[config.mk]
export PLATFORM = sky130hd
export DESIGN_NAME = addi_sequencer_flat
export DESIGN_NICKNAME = d
export VERILOG_FILES = /design/src/rtl/addi_sequencer_if.sv /design/src/rtl/addi_sequencer.sv /design/src/flat_wrapper.sv
export SDC_FILE = /design/constraint.sdc
export NUM_CORES = 1
export LEC_CHECK = 0
export CAP_MARGIN = 20
export CORE_ASPECT_RATIO = 1.25
export CORE_MARGIN = 2
export CORE_UTILIZATION = 40
export DETAILED_ROUTE_END_ITERATION = 10
export PLACE_DENSITY = 0.64
export SLEW_MARGIN = 20
export SYNTH_ARGS = -nofsm -noshare
export SYNTH_HDL_FRONTEND = slang
export SYNTH_SLANG_ARGS = --single-unit
[constraint.sdc]
create_clock -name clk -period 3.2 [get_ports clk]
set_input_delay 0.32 -clock clk [delete_from_list [all_inputs] [get_ports clk]]
set_output_delay 0.32 -clock clk [all_outputs]
set_load 0.005 [all_outputs]
[src/rtl/addi_sequencer_if.sv]
// addi_sequencer_if: instruction handshake plus register-file initiator bundle
interface addi_sequencer_if #(
    parameter int CNT_W = 16
);
    logic             instr_valid;
    logic [31:0]      instr;
    logic             instr_ready;
    logic [4:0]       rf_rsaddr;
    logic [31:0]      rf_rsdata;
    logic [4:0]       rf_rtaddr;
    logic [31:0]      rf_wdata;
    logic             rf_we;
    logic             done;
    logic             overflow;
    logic             illegal;
    logic [CNT_W-1:0] retired_count;

    modport master (
        input  instr_valid, instr, rf_rsdata,
        output instr_ready, rf_rsaddr, rf_rtaddr, rf_wdata, rf_we,
               done, overflow, illegal, retired_count
    );

    modport slave (
        output instr_valid, instr, rf_rsdata,
        input  instr_ready, rf_rsaddr, rf_rtaddr, rf_wdata, rf_we,
               done, overflow, illegal, retired_count
    );
endinterface

[src/rtl/addi_sequencer.sv]
// addi_sequencer: multi-cycle ADDI/ADDIU executor driving a register file
module addi_sequencer #(
    parameter bit ZERO_HARDWIRED = 1'b0,
    parameter int CNT_W = 16
) (
    input logic clk,
    input logic reset,
    addi_sequencer_if.master bus
);
    typedef enum logic [1:0] {IDLE, READ, EXEC, WRITE} state_t;
    localparam logic [5:0] OP_ADDI = 6'b001000;
    localparam logic [5:0] OP_ADDIU = 6'b001001;
    state_t state, state_n;
    logic [31:0] instr_q, operand, wdata, sum;
    logic [CNT_W-1:0] count;
    logic ovf_q, ovf, illegal_q, accept, legal, drop;

    always_ff @(posedge clk) begin
        if (reset) state <= IDLE;
        else state <= state_n;
    end

    always_comb begin
        accept = state == IDLE && bus.instr_valid;
        legal = bus.instr[31:26] == OP_ADDI || bus.instr[31:26] == OP_ADDIU;
        sum = operand + {{16{instr_q[15]}}, instr_q[15:0]};
        ovf = instr_q[31:26] == OP_ADDI && operand[31] == instr_q[15] && sum[31] != operand[31];
        drop = ZERO_HARDWIRED && instr_q[20:16] == 5'd0;
        state_n = state;
        case (state)
            IDLE: state_n = accept && legal ? READ : IDLE;
            READ: state_n = EXEC;
            EXEC: state_n = WRITE;
            default: state_n = IDLE;
        endcase
        bus.instr_ready = state == IDLE;
        bus.rf_rsaddr = instr_q[25:21];
        bus.rf_rtaddr = instr_q[20:16];
        bus.rf_wdata = wdata;
        bus.rf_we = state == WRITE && !ovf_q && !drop;
        bus.overflow = state == WRITE && ovf_q;
        bus.illegal = illegal_q;
        bus.done = state == WRITE || illegal_q;
        bus.retired_count = count;
    end

    // Overflow is resolved in EXEC so the WRITE cycle only gates the strobe.
    always_ff @(posedge clk) begin
        if (reset) begin
            instr_q <= '0;
            operand <= '0;
            wdata <= '0;
            ovf_q <= 1'b0;
            illegal_q <= 1'b0;
            count <= '0;
        end else begin
            illegal_q <= accept && !legal;
            if (accept) instr_q <= bus.instr;
            if (state == READ) operand <= bus.rf_rsdata;
            if (state == EXEC) begin
                wdata <= sum;
                ovf_q <= ovf;
            end
            if (state == WRITE && !ovf_q) count <= count + CNT_W'(1);
        end
    end
endmodule

[src/flat_wrapper.sv]
// flat-port wrapper written by rule: the top's interface ports become plain ports
module addi_sequencer_flat 
#(
    parameter bit ZERO_HARDWIRED = 1'b0,
    parameter int CNT_W = 16
)
  (clk, reset, bus_instr_valid, bus_instr, bus_rf_rsdata, bus_instr_ready, bus_rf_rsaddr, bus_rf_rtaddr, bus_rf_wdata, bus_rf_we, bus_done, bus_overflow, bus_illegal, bus_retired_count);
  addi_sequencer_if #(.CNT_W(CNT_W)) bus_i ();
  input logic clk;
  input logic reset;
  input wire logic [$bits(bus_i.instr_valid)-1:0] bus_instr_valid;
  input wire logic [$bits(bus_i.instr)-1:0] bus_instr;
  input wire logic [$bits(bus_i.rf_rsdata)-1:0] bus_rf_rsdata;
  output wire logic [$bits(bus_i.instr_ready)-1:0] bus_instr_ready;
  output wire logic [$bits(bus_i.rf_rsaddr)-1:0] bus_rf_rsaddr;
  output wire logic [$bits(bus_i.rf_rtaddr)-1:0] bus_rf_rtaddr;
  output wire logic [$bits(bus_i.rf_wdata)-1:0] bus_rf_wdata;
  output wire logic [$bits(bus_i.rf_we)-1:0] bus_rf_we;
  output wire logic [$bits(bus_i.done)-1:0] bus_done;
  output wire logic [$bits(bus_i.overflow)-1:0] bus_overflow;
  output wire logic [$bits(bus_i.illegal)-1:0] bus_illegal;
  output wire logic [$bits(bus_i.retired_count)-1:0] bus_retired_count;
  assign bus_i.instr_valid = bus_instr_valid;
  assign bus_i.instr = bus_instr;
  assign bus_i.rf_rsdata = bus_rf_rsdata;
  assign bus_instr_ready = bus_i.instr_ready;
  assign bus_rf_rsaddr = bus_i.rf_rsaddr;
  assign bus_rf_rtaddr = bus_i.rf_rtaddr;
  assign bus_rf_wdata = bus_i.rf_wdata;
  assign bus_rf_we = bus_i.rf_we;
  assign bus_done = bus_i.done;
  assign bus_overflow = bus_i.overflow;
  assign bus_illegal = bus_i.illegal;
  assign bus_retired_count = bus_i.retired_count;
  addi_sequencer #(.ZERO_HARDWIRED(ZERO_HARDWIRED), .CNT_W(CNT_W)) u_core (.clk(clk), .reset(reset), .bus(bus_i));
endmodule
Yosys cells after proc, flatten, opt, wreduce, memory -nomap -nowiden. Cells that the tools add are included. W data, S select, Z words.

Flip-flop bits (word level): 116. Output and inout bits: 63. Logic and storage cells: 31.

$add $sub $neg: 2. Eq/ne operators: 8. Mux-type cells: 2. Reductions and logical operators: 12.

Operators by type and width (number): $add A32 B32 Y32 (1); $eq A6 B4 Y1 const B (3); $add A16 B1 Y16 const B (1); $logic_and A1 B1 Y1 (7); $pmux W2 S3 (1); $eq A2 B2 Y1 const B (2); $eq A2 B1 Y1 const B (1); $logic_not A1 Y1 (2); $logic_not A2 Y1 (1); $logic_or A1 B1 Y1 (2); $eq A1 B1 Y1 (1); $mux W1 (1); $ne A1 B1 Y1 (1).

Logic depth before layout (Yosys ltp).
Depth after elaboration: 5. Depth in mapped cells: 11. Mapped depth without buffers: 11.

Least setup slack after synthesis. Ideal clock, no wire load.

Path kind: register to register. Start point: reg u_core.operand[0]. End point: reg u_core.wdata[28], in the netlist u_core.bus.rf_wdata[28]. Library setup time: 0.126 ns. Arrival time: 2.704 ns. Data required time: 3.074 ns. Setup slack: 0.370 ns. Cell stages (with the launch flop): 12. Buffers on the path: 0. Cells stage by stage: dfxtp_1 -> ha_1 -> fa_1 -> a211oi_2 -> o211ai_1 -> and3_1 -> o41a_1 -> o41a_4 -> a211oi_2 -> a21oi_1 -> xnor2_1 -> o21ai_1.

Word-level cells in the longest chain between the ends: 1.

Ends and longest elaborated chain: start: declaration (RTL line addi_sequencer.sv:14) `logic [31:0] instr_q, operand, wdata, sum;`; start signal: assignment (RTL line addi_sequencer.sv:59) `if (state == READ) operand <= bus.rf_rsdata;`; $add A32 B32 Y32 (RTL line addi_sequencer.sv:26) `sum = operand + {{16{instr_q[15]}}, instr_q[15:0]};`; end signal: assignment (RTL line addi_sequencer.sv:61) `wdata <= sum;`; end: declaration (RTL line addi_sequencer.sv:14).

Every way passes these cells. A chain may end at the register's enable or synchronous reset.

Worst setup path in the final report. Same ends and word-level chain as after synthesis.

==> parameters.txt <==
Parameter                              Value

Outcome
  Status ... complete, no violations

Placed design
  Placed cell area ... around 7300 um^2
  Dpl cells ... slightly below 1k
  GP Congestion ... 0.860
  Post-DP HPWL ... 11400 um
  Number of buffers added on ports ... 129

Worst setup path
  Startpoint type of the worst setup path ... register
  Worst path buffer plus inverter count ... 0
  Ordered cell list for the critical path ... ha_1, fa_2, a211oi_2, o211ai_1, and3_1, o41a_1, o41a_4, a211oi_4, a21oi_1, xnor2_1, o21ai_1
  Highest-delay cell along the critical path ... sky130_fd_sc_hd__o41a_4
  Data required time at the worst endpoint ... 3490 ps
  Endpoint arrival time on the critical path ... between 3000 and 4000 ps
  Crit Path Category ... register to register
  Kind of end point of the critical path ... register
  Maximum cell stage delay along the critical path ... 430 ps
  Family of cells with the greatest summed delay on the critical path ... compound AO/OA/AOI/OAI gates
  Worst Path Max Fanout ... 4

Finish
  Ratio of cells with drive above 1 in the final layout ... 7.42%
  Layout overhead on the synthesized area ... 35.5%
  End-of-flow core utilization ... 55.6%
  Finished Layout Cells ... 1000
  Commonest non-fill, non-tap cells in the layout ... sky130_fd_sc_hd__clkdlybuf4s50_1, sky130_fd_sc_hd__dfxtp_1, sky130_fd_sc_hd__nor2_1
  Most frequent standard cell in the layout excluding fill and tap cells ... sky130_fd_sc_hd__clkdlybuf4s50_1
  Non-Filler Cell Area, Final ... 8010 um^2
  Number of antenna diodes ... 0
  Post-layout net count ... 913

Floorplan
  Chip Width ... approximately 110 um
  Die Outline Area ... 15800 um^2
  Placeable core region ... 14400 um^2
  Effective utilization at floorplan ... 41.0%
  I/O pins ... 130
  Die Ht ... between 100 and 150 um
  # rows ... 49

Clocking
  H-Tree Level Count ... 4
  CTS sink count ... 116
  Clk pin slew, worst setup/hold paths ... 60 ps
  Total setup buffers inserted after CTS ... 0
  Longest Clk Path Bufs ... 2
  Number of buffers created by CTS ... 17
  Root Driver ... sky130_fd_sc_hd__clkbuf_16
  Count of cells resized by post-cts repair ... 0
  Hold-fix buffers, CTS ... 0
  Clock latency on the worst-skew pair ... around 420 ps
  Clock tree from TritonCTS ... done

Drt
  Number of optimization iterations in the first detailed-route pass ... 5
  Detail-routed net length per standard cell ... between 15 and 20 um
  WL final ... 15800 um
  Number of violations reported at the end of detailed-routing iteration 0 ... 259
  Vias per std cell ... 5.23
  Via Count ... 5226
  Final routed DRC violation total ... 0
  Post-DRT Antenna Nets ... 0

Power
  Worst IR Drop VDD ... 346 uV
  Power per cell area ... 504 nW/um^2
  Reported leakage power ... around 3.2 nW

Timing
  Clock skew after layout ... 12.6 ps
  Normalized max-slew margin ... 51.1%
  Total count of max-transition violations in the final report ... 0
  Least-Margin Pin Slew ... 734 ps
  Count of final setup violators ... 0
  Hold Vio Cnt, Final ... 0
  Share of the clock period used by the worst path ... 96.6%
  Minimum clock period ... 3090 ps
  Max Fclk ... around 0.32 GHz

Yosys
  Post-synth top area cell ... sky130_fd_sc_hd__dfxtp_1
  Instance count of the mapped netlist ... approximately 700
  Synth Area in XOR/XNOR ... 6.22%
  Basic-gate share of the synthesized area counting and, or, nand and nor cells ... between 10% and 20%
  Most used flip-flop cell after synthesis ... sky130_fd_sc_hd__dfxtp_1
  Post-synthesis compound-gate area fraction ... 16.2%
  Fraction of synthesized area in multiplexers ... under 10%
  Average instance area after synthesis ... approximately 8.5 um^2
  Area fraction of the dominant cell type after synthesis ... 39.3%
  EDFF count, synth ... 0
  Post-synthesis share of cell area spent on full adders, half adders and majority gates ... 7.96%
  Synth Warn # ... 0
  Synth Net Count ... 797
  Cell area after synthesis ... roughly 5900 um^2
  Synth Register Bits ... 116
  Share of the yosys chip area belonging to registers ... 39.3%
  Proportion of synthesized flip-flops having asynchronous set or reset ... 0%
  Dominant cells by area after synthesis ... sky130_fd_sc_hd__dfxtp_1, sky130_fd_sc_hd__mux2i_1, sky130_fd_sc_hd__ha_1
  Main combinational cell family by area after synthesis ... simple AND/OR/NAND/NOR gates
  Netlist cell types ... 56

GRT
  Via count of the first global-routing pass ... 5423
  Global Route Usage Sum ... approximately a fifth
  Pin count of the biggest net entering global routing ... 42
  Congestion Overflow GR ... 0
  Number of antenna violations at the first check in global routing ... 0
  Wire length of the first global-routing pass ... between 20000 and 30000 um

Min path
  Type of the tightest min-delay check ... input port to register

Job
  Count of maximum capacitance violations ... 0
-- cell families after synthesis --
family | Yosys count
mux | 50
fa+ha+maj | 37
flops | 116
buf+inv | 60
xor+xnor | 42
simple gates | 241
compound gates | 147
-- final cells by class --
class	count	area (um^2)
Sequential cell	116	2320
Tap cell	178	223
Clock inverter	13	254
Multi-Input combinational cell	517	3340
Clock buffer	19	443
Timing Repair Buffer	139	1360
Inverter	18	67.6
Fill cell	1323	6390
-- flip-flops by register name, indices dropped and copies added, names as in the netlist --
signal                    flops
u_core.instr_q               32
u_core.state                  2
u_core.ovf_q                  1
u_core.bus.retired_count     16
u_core.bus.illegal            1
u_core.operand               32
u_core.bus.rf_wdata          32
-- power breakdown --
part	internal (W)	switching (W)	total, W
clock	0.00156	0.000684	0.00224
sequential	0.00148	0.0000178	0.00149
combinational	0.000155	0.000151	0.000306
-- synthesized netlist by cell type (all sizes together), types with 2 or more instances --
master and count:
xnor2 20, o21a 5, mux2i 50, o211ai 6, nand2 90, a211o 2, ha 36, a21oi 71
nand2b 3, nor2 99, o41a 2, buf 17, or2 3, dfxtp 116, a21o 14, o22ai 4
nor3 8, o21bai 8, a211oi 6, nand4 6, a31o 2, nand3 10, nor2b 3, nand3b 2
and2 5, o21ai 15, inv 18, clkbuf 25, xor2 22, and3 7
-- worst paths after layout --
path | to | cells past startpoint | slack [ps] | from
worst min register to register | u_core.instr_q[17] | 2 | 450 | u_core.instr_q[17]
worst min-delay path | u_core.operand[26] | 2 | 310 | reset
worst max-delay path | u_core.bus.rf_wdata[28] | 11 | 110 | u_core.operand[0]
worst max register to register | u_core.bus.rf_wdata[28] | 11 | 110 | u_core.operand[0]
-- metal layers --
| layer | share of wire (%) | track usage (%) | vias to the layer above |
|---|---|---|---|
| met3 | 4.5 | 5.19 | 21 |
| met1 | 42 | 24.3 | 2469 |
| met5 | 0 | 0 | - |
| met4 | 1.9 | 7.32 | 0 |
| li1 | - | - | 2609 |
| met2 | 51 | 36.1 | 127 |
-- through the flow --
stage / TNS [ps] / power (W) / setup slack, ps / hold slack, ps
floorplan: 0 / 0.00168 / 370 / 432
CTS: 0 / 0.00408 / 48.0 / 294
detailed placement: 0 / 0.00183 / 64.7 / 447
finish: 0 / 0.00404 / 109 / 313
global placement: 0 / 0.00182 / 141 / 441
global route: -17.1 / 0.00419 / -17.1 / 311
-- worst register-to-register path: cells and delay by family (launching register included) --
family | cells | cell delay [ps]
adders and majority gates | 2 | 640
and+or+nand+nor | 1 | 200
DFF | 1 | 310
xor gates and xnor gates | 1 | 150
AOI/OAI and AO/OA | 7 | 1660
Note: power is estimated with default switching activity, not from simulation.
